`src/rtl/mips_cpu_mult_div.sv`:
```
// Multiply/divide unit owning the MIPS HI/LO pair: shift-add multiply and restoring divide
// on operand magnitudes, with the sign fix-up applied when the result is written.
module mips_cpu_mult_div #(
    parameter int WIDTH     = 32,
    parameter bit FAST_MULT = 1'b0
) (
    input  logic             clk,
    input  logic             reset,
    input  logic             start,
    input  logic [2:0]       op,
    input  logic [WIDTH-1:0] op_a,
    input  logic [WIDTH-1:0] op_b,
    output logic             busy,
    output logic             done,
    output logic [WIDTH-1:0] hi,
    output logic [WIDTH-1:0] lo
);
    localparam int CW = $clog2(WIDTH);

    typedef enum logic [1:0] {S_IDLE, S_RUN, S_FINISH} state_t;

    state_t             r_state;
    state_t             w_next;
    logic [WIDTH-1:0]   r_hi;
    logic [WIDTH-1:0]   r_lo;
    logic [WIDTH-1:0]   r_opnd;
    logic [WIDTH-1:0]   r_a_raw;
    logic [2*WIDTH-1:0] r_acc;
    logic [CW-1:0]      r_cnt;
    logic               r_is_div;
    logic               r_neg_q;
    logic               r_neg_r;
    logic               r_div0;
    logic               r_done;

    function automatic logic [WIDTH-1:0] neg_w(input logic [WIDTH-1:0] v, input logic en);
        return en ? -v : v;
    endfunction

    function automatic logic [2*WIDTH-1:0] neg_2w(input logic [2*WIDTH-1:0] v, input logic en);
        return en ? -v : v;
    endfunction

    logic               w_start;
    logic               w_signed;
    logic               w_fast;
    logic [WIDTH-1:0]   w_mag_a;
    logic [WIDTH-1:0]   w_mag_b;
    logic [2*WIDTH-1:0] w_fast_prod;
    logic [WIDTH:0]     w_mul_sum;
    logic [2*WIDTH-1:0] w_mul_next;
    logic [WIDTH:0]     w_div_rem_sh;
    logic [WIDTH:0]     w_div_trial;
    logic [2*WIDTH-1:0] w_div_next;
    logic [2*WIDTH-1:0] w_prod;
    logic [WIDTH-1:0]   w_quo;
    logic [WIDTH-1:0]   w_rem;

    assign w_start     = (r_state == S_IDLE) && start;
    assign w_signed    = ~op[0];
    assign w_fast      = FAST_MULT && !op[1];
    assign w_mag_a     = neg_w(op_a, w_signed & op_a[WIDTH-1]);
    assign w_mag_b     = neg_w(op_b, w_signed & op_b[WIDTH-1]);
    assign w_fast_prod = {{WIDTH{1'b0}}, w_mag_a} * {{WIDTH{1'b0}}, w_mag_b};

    // Multiply step: r_acc = {partial upper, remaining multiplier bits}, r_opnd = multiplicand.
    assign w_mul_sum  = {1'b0, r_acc[2*WIDTH-1:WIDTH]} + (r_acc[0] ? {1'b0, r_opnd} : '0);
    assign w_mul_next = {w_mul_sum, r_acc[WIDTH-1:1]};

    // Divide step: r_acc = {partial remainder, dividend/quotient bits}, r_opnd = divisor.
    assign w_div_rem_sh = r_acc[2*WIDTH-1:WIDTH-1];
    assign w_div_trial  = w_div_rem_sh - {1'b0, r_opnd};
    assign w_div_next   = w_div_trial[WIDTH]
                        ? {w_div_rem_sh[WIDTH-1:0], r_acc[WIDTH-2:0], 1'b0}
                        : {w_div_trial[WIDTH-1:0],  r_acc[WIDTH-2:0], 1'b1};

    assign w_prod = neg_2w(r_acc, r_neg_q);
    assign w_quo  = neg_w(r_acc[WIDTH-1:0], r_neg_q);
    assign w_rem  = neg_w(r_acc[2*WIDTH-1:WIDTH], r_neg_r);

    always_ff @(posedge clk or posedge reset) begin
        if (reset) r_state <= S_IDLE;
        else       r_state <= w_next;
    end

    always_comb begin
        w_next = r_state;
        case (r_state)
            S_IDLE:   if (w_start && !op[2]) w_next = w_fast ? S_FINISH : S_RUN;
            S_RUN:    if (r_cnt == CW'(WIDTH-1)) w_next = S_FINISH;
            S_FINISH: w_next = S_IDLE;
            default:  w_next = S_IDLE;
        endcase
    end

    always_ff @(posedge clk or posedge reset) begin
        if (reset) begin
            r_hi     <= '0;
            r_lo     <= '0;
            r_opnd   <= '0;
            r_a_raw  <= '0;
            r_acc    <= '0;
            r_cnt    <= '0;
            r_is_div <= 1'b0;
            r_neg_q  <= 1'b0;
            r_neg_r  <= 1'b0;
            r_div0   <= 1'b0;
            r_done   <= 1'b0;
        end else begin
            r_done <= 1'b0;
            case (r_state)
                S_IDLE: if (w_start) begin
                    case (op)
                        3'd0, 3'd1, 3'd2, 3'd3: begin
                            r_a_raw  <= op_a;
                            r_opnd   <= op[1] ? w_mag_b : w_mag_a;
                            r_acc    <= w_fast ? w_fast_prod
                                               : {{WIDTH{1'b0}}, (op[1] ? w_mag_a : w_mag_b)};
                            r_cnt    <= '0;
                            r_is_div <= op[1];
                            r_neg_q  <= w_signed & (op_a[WIDTH-1] ^ op_b[WIDTH-1]);
                            r_neg_r  <= w_signed & op_a[WIDTH-1];
                            r_div0   <= op[1] & (op_b == '0);
                        end
                        3'd4: begin
                            r_hi   <= op_a;
                            r_done <= 1'b1;
                        end
                        3'd5: begin
                            r_lo   <= op_a;
                            r_done <= 1'b1;
                        end
                        default: ;
                    endcase
                end
                S_RUN: begin
                    r_acc <= r_is_div ? w_div_next : w_mul_next;
                    r_cnt <= r_cnt + CW'(1);
                end
                S_FINISH: begin
                    r_done <= 1'b1;
                    // Divide by zero keeps the raw dividend in HI; no sign fix-up.
                    if (r_is_div && r_div0) begin
                        r_hi <= r_a_raw;
                        r_lo <= '1;
                    end else if (r_is_div) begin
                        r_hi <= w_rem;
                        r_lo <= w_quo;
                    end else begin
                        r_hi <= w_prod[2*WIDTH-1:WIDTH];
                        r_lo <= w_prod[WIDTH-1:0];
                    end
                end
                default: ;
            endcase
        end
    end

    assign busy = (r_state != S_IDLE);
    assign done = r_done;
    assign hi   = r_hi;
    assign lo   = r_lo;
endmodule
```
`config.mk`:
```
export PLATFORM = sky130hd
export DESIGN_NAME = mips_cpu_mult_div
export DESIGN_NICKNAME = d
export VERILOG_FILES = /design/src/rtl/mips_cpu_mult_div.sv
export SDC_FILE = /design/constraint.sdc
export NUM_CORES = 1
export LEC_CHECK = 0
export CORE_MARGIN = 5
export CORE_UTILIZATION = 35
export DETAILED_ROUTE_END_ITERATION = 6
export REMOVE_ABC_BUFFERS = 1
export SYNTH_ARGS = -nofsm -noshare
export SYNTH_HDL_FRONTEND = slang
export SYNTH_SLANG_ARGS = --single-unit
```
`constraint.sdc`:
```
create_clock -name clk -period 5.7 [get_ports clk]
set_clock_uncertainty 0.1 [all_clocks]
set_input_delay 0.57 -clock clk [delete_from_list [all_inputs] [get_ports clk]]
set_output_delay 0.57 -clock clk [all_outputs]
set_load 0.05 [all_outputs]
```
## Word-level counts from Yosys, hierarchy flattened

Index checks and enable logic that the tools add are counted.

- $add $sub $neg: 8
- Equal/unequal tests: 14
- Mux-type cells: 32
- Bitwise gates (word level): 6
- Reductions and logical operators: 17

Operators with widths:

| operator | number |
|---|---|
| $mux W32 | 15 |
| $mux W64 | 5 |
| $neg A32 Y32 | 4 |
| $pmux W32 S2 | 2 |
| $pmux W64 S2 | 1 |
| $neg A64 Y64 | 1 |
| $add A32 B32 Y33 | 1 |
| $sub A33 B32 Y33 | 1 |
| $logic_not A32 Y1 | 1 |
| $reduce_and A3 Y1 | 4 |
| $mux W5 | 2 |
| $pmux W5 S2 | 1 |
| $ne A2 B1 Y1 const B | 4 |
| $eq A3 B2 Y1 const B | 2 |
| $eq A3 B3 Y1 const B | 2 |
| $reduce_bool A2 Y1 | 3 |
| $add A5 B1 Y5 const B | 1 |
| $eq A5 B5 Y1 const B | 1 |
| $and A1 B1 Y1 | 4 |
| $mux W2 | 2 |
| $ne A2 B2 Y1 const B | 2 |
| $pmux W2 S2 | 1 |
| $reduce_or A4 Y1 | 1 |
| $eq A3 B1 Y1 const B | 1 |
| 12 further kinds | 15 |

- Register bits: 204
- Input port bits: 70
- Output and inout port bits: 66
- Logic and storage cells: 89

## Longest topological paths before layout

- Depth after elaboration: 7
- Gate-level depth with buffers: 14
- Gate-level depth less buffers: 13

## Worst setup path after synthesis

No wires, ideal clock.

- Path type: register -> register
- Start point: reg r_acc[0]
- End point: reg r_hi[20], in the netlist hi[20]
- Setup time: 94 ps
- Arrival: 3350 ps
- Data required time: 5506 ps
- Path slack: 2156 ps
- Cell stages (with the launch flop): 12
- Buffers on the path: 1
- Period minus slack after synthesis: 3544 ps
- Cells stage by stage: dfrtp_1 > inv_1 > clkbuf_1 > ha_1 > or3b_2 > or4_4 > or3_4 > or4_4 > a21oi_1 > a21oi_1 > xnor2_1 > a211oi_1

- Cells in the longest elaborated chain, start to end: 5

RTL lines:

| item | RTL line | source |
|---|---|---|
| start: declaration | 28 | `logic [2*WIDTH-1:0] r_acc;` |
| start signal: assignment | 117 | `r_acc <= w_fast ? w_fast_prod` |
| start signal: assignment | 137 | `r_acc <= r_is_div ? w_div_next : w_mul_next;` |
| $neg A64 Y64 | 41 | `return en ? -v : v;` |
| $mux W64 | 41 |  |
| $mux W32 | 146 | `end else if (r_is_div) begin` |
| $mux W32 | 143 | `if (r_is_div && r_div0) begin` |
| $pmux W32 S2 | 111 | `case (r_state)` |
| end signal: assignment | 144 | `r_hi <= r_a_raw;` |
| end signal: assignment | 147 | `r_hi <= w_rem;` |
| end signal: assignment | 150 | `r_hi <= w_prod[2*WIDTH-1:WIDTH];` |
| end: declaration | 24 | `logic [WIDTH-1:0] r_hi;` |

No other way between the ends.
A chain may end at the register's enable or synchronous reset.

## Final worst setup path

- Start point: reg r_acc[31]
- End point: reg r_acc[32]

- Cells in the longest elaborated chain, start to end: 4

RTL lines:

| item | RTL line | source |
|---|---|---|
| $sub A33 B32 Y33 | 72 | `assign w_div_trial = w_div_rem_sh - {1'b0, r_opnd};` |
| $mux W64 (*) | 74 | `? {w_div_rem_sh[WIDTH-1:0], r_acc[WIDTH-2:0], 1'b0}` |
| $mux W64 (*) | 137 |  |
| $pmux W64 S2 (*) | 111 |  |

Mark *: on every way between the ends. The rest lies on a longest branch, timed or not.

==> impl_metrics.yaml <==
routing:
  detail-route-antenna-nets: 0
  routedWlPerCell_um: 20.9
  vias: 15500
  drt-initial-drc-count: 1549
  firstDrtPassIters: 6
  viasPerCell: 5.75
  wl_um: 56400
  drc_errors: 0
power:
  p_int_mw: 6.48
  power_density_nw_per_um2: 693
  vdd_drop_max_mv: 0.365
  seqPwrFrac: 0.234
  switching_share: 0.502
  combPwrFrac: 0.640
  leakagePower_nw: 7.84
  pwr-share-clk: 0.126
  p_sw_mw: 6.53
  total_power_mw: 13.0
critical_path:
  path_class: "reg2reg"
  end_kind: "flip-flop"
  startpoint_type: "flip-flop"
  worst_r2r_path_depth: 13
  required_ps: 6030
  cp.arrival_ps: 4870
  ff2ff_setup_slack_ps: 1160
  worstPathMaxFanout: 28
  r2r-start: "r_acc[31]$_DFFE_PP0P_"
  reg2reg_to: "r_acc[32]$_DFFE_PP0P_"
  cp-startpoint: "r_acc[31]$_DFFE_PP0P_"
logic_synthesis:
  ys_ff_latch: 204
  synth_compound_area_frac: 0.233
  synthCells: 2019
  synth_top_family_by_area: "compound AO/OA/AOI/OAI gates"
  yosysWarnings: 0
  synthArstFlopShare: 1.00
  netlist.area_leader.share: 0.316
  yosysUniqueCellTypes: 75
  synth_top_cells_by_count: "nand2_1 (319), dfrtp_1 (204), o21ai_0 (191)"
  ys_seq_area_frac: 0.316
  synth_simple_gate_area_frac: 0.190
  yosysTopAreaCell: "dfrtp_1"
  synth_edf_count: 0
  synthXorXnorAreaFrac: 0.0928
  synthMuxAreaShare: 0.0635
  synthAdderAreaFrac: 0.0568
  ys_top_cells_by_area: "dfrtp_1 (32%), nand2_1 (7.4%), o21ai_0 (5.9%)"
  avgSynthCellArea_um2: 7.99
  synth_ff_type: "dfrtp_1"
  synth_most_common_cell: "nand2_1"
  syn_area_um2: 16100
global_routing:
  antenna_found_initial: 0
  grt_use_total: 0.215
  use_met3: 0.0223
  grt_most_used_layer: "met2"
  grt_max_degree: 125
  grt_pass1_vias: 14900
  met1_usage: 0.304
  overflow: 0
  grt_pass1_wl_um: 87200
  use_met2: 0.352
sta:
  maxSlewViolCount: 0
  rsz0062_at_grt: "false"
  min_period_ps: 4540
  slew-limit-headroom: 0.290
  tightest_slew_ps: 1060
  post-route-period-util: 0.796
  setup_viol: 0
  finalHoldViolCount: 0
  holdWs_ps: 357
  fmaxAchievable_mhz: 220
clocking:
  clkTransAtPathRegs_ps: 60
  clock-sinks: 204
  clock_path_buffers: 3
  cts_tree: "built"
  ctsResizeCount: 0
  cts_hold_buf: 0
  postCtsSetupBuffers: 0
  cts-root-buf: "clkbuf_16"
  numCtsBuffers: 25
  htree_levels: 1
  clock_latency_ps: 540
hold_path:
  hold_class: "in2reg"
  whs_path_depth: 3
  min_from: "op[1]"
  holdPathEnd: "r_is_div$_DFFE_PP0P_"
cells_and_area:
  area_growth_pct: 16.4
  antennaDiodeCount: 0
  layout-drive-gt1-share: 0.0496
  fin_nets: 2222
die:
  die-area_um2: 50500
  dieHeight_um: 225
  core_region_area_um2: 45500
  initial_core_util: 0.355
  die_w_um: 225
  fp-row-count: 78
  ios: 136
place:
  globalplace.congestion: 0.921
  portBuffers: 135
  hpwl_um: 41700
flow_run:
  cap_viol_max_count: 0
run_status:
  status: "completed"
## critical path: stages, from the launching register on
cell,delay (ps)
dfrtp_1,400
inv_1,130
ha_1,240
fa_1,420
nand2b_1,200
a21o_1,190
a21oi_1,240
o21ai_0,350
o211ai_1,480
o21ai_1,220
a311oi_4,620
buf_12,300
mux2_2,360
o221ai_1,150
## per-layer routing
metal	part of all wire	up-vias	wire length, µm
met1	0.45	7509	25200
met5	0	-	0
met3	0.065	80	3690
met4	0.024	0	1360
met2	0.46	571	26100
li1	-	7347	-
## through the flow
stage / std cells / instance area (µm²) / setup TNS, ps / worst slack (ps) / util
3_3_place_gp: 2653 / 18000 / 0 / 1360 / 0.395
6_report: 2697 / 18800 / 0 / 1160 / 0.413
4_1_cts: 2697 / 18800 / 0 / 1220 / 0.413
2_1_floorplan: 1893 / 15600 / -109630 / -537 / -
5_1_grt: 2697 / 18800 / 0 / 948 / 0.413
3_5_place_dp: 2653 / 18000 / 0 / 1240 / 0.395
## flip-flops by register name (all words and copies together), names as in the netlist
name      cells
r_neg_r       1
hi           32
r_div0        1
lo           32
r_neg_q       1
done          1
r_cnt         5
r_acc        64
r_state       2
r_a_raw      32
r_is_div      1
r_opnd       32
## final cells by class
class	count	area, µm²
Fill cell	4584	26700
Multi-Input combinational cell	1623	10300
Sequential cell	204	5110
Timing Repair Buffer	160	1560
Tap cell	600	751
Clock buffer	36	727
Inverter	66	255
Clock inverter	8	96.3
## worst max path at each step
stage | end | slack (ps) | cells past startpoint
final | r_acc[32]$_DFFE_PP0P_ | 1160 | 13
after floorplan | done$_DFF_PP0_ | -540 | 1
after detailed placement | r_acc[32]$_DFFE_PP0P_ | 1240 | 13
after CTS | r_acc[32]$_DFFE_PP0P_ | 1220 | 13
after global placement | r_acc[32]$_DFFE_PP0P_ | 1360 | 13
after global routing | r_acc[32]$_DFFE_PP0P_ | 950 | 13
## placed cells by master, fill, tap and decap left out, types with 7 or more instances in the layout
cell / count
nand2_1: 318
nor3_1: 29
mux2_2: 11
or4_1: 13
nor2_1: 176
buf_4: 24
a22oi_1: 22
o21a_1: 10
a32oi_1: 32
mux2i_1: 90
o31ai_1: 25
nor2b_1: 17
clkdlybuf4s50_1: 134
a21o_1: 12
nor4_1: 15
o41ai_1: 14
a222oi_1: 14
a31oi_1: 11
o21bai_1: 10
dfrtp_1: 203
a22o_1: 9
a21oi_1: 160
xnor2_1: 100
or3_1: 18
ha_1: 70
a211oi_1: 16
and2_1: 8
and3_1: 15
nand2b_1: 17
o21ai_0: 191
inv_1: 65
o211ai_1: 13
o221ai_1: 9
nand3_1: 17
clkbuf_16: 25
xor2_1: 71
or2_2: 7
## power by group through the flow
| stage | logic (mW) | clock network, mW | registers [mW] |
|---|---|---|---|
| floorplan | 5.29 | 0 | 3.55 |
| global placement | 8.13 | 0 | 3.01 |
| detailed placement | 8.23 | 0 | 3.04 |
| CTS | 8.27 | 1.66 | 3.02 |
| global route | 9.14 | 1.73 | 3.13 |
| finish | 8.33 | 1.65 | 3.04 |
## cell families (layout without fill, tap and decap cells)
| kind of cell | Yosys count | count (layout) |
|---|---|---|
| flip-flops | 204 | 204 |
| adder cells (fa/ha/maj) | 72 | 72 |
| XOR/XNOR | 171 | 171 |
| multiplexers | 101 | 101 |
| AO/OA/AOI/OAI | 596 | 596 |
| buffers and inverters | 192 | 270 |
| AND/OR/NAND/NOR | 683 | 683 |
Power figures use the tool's default switching activity.
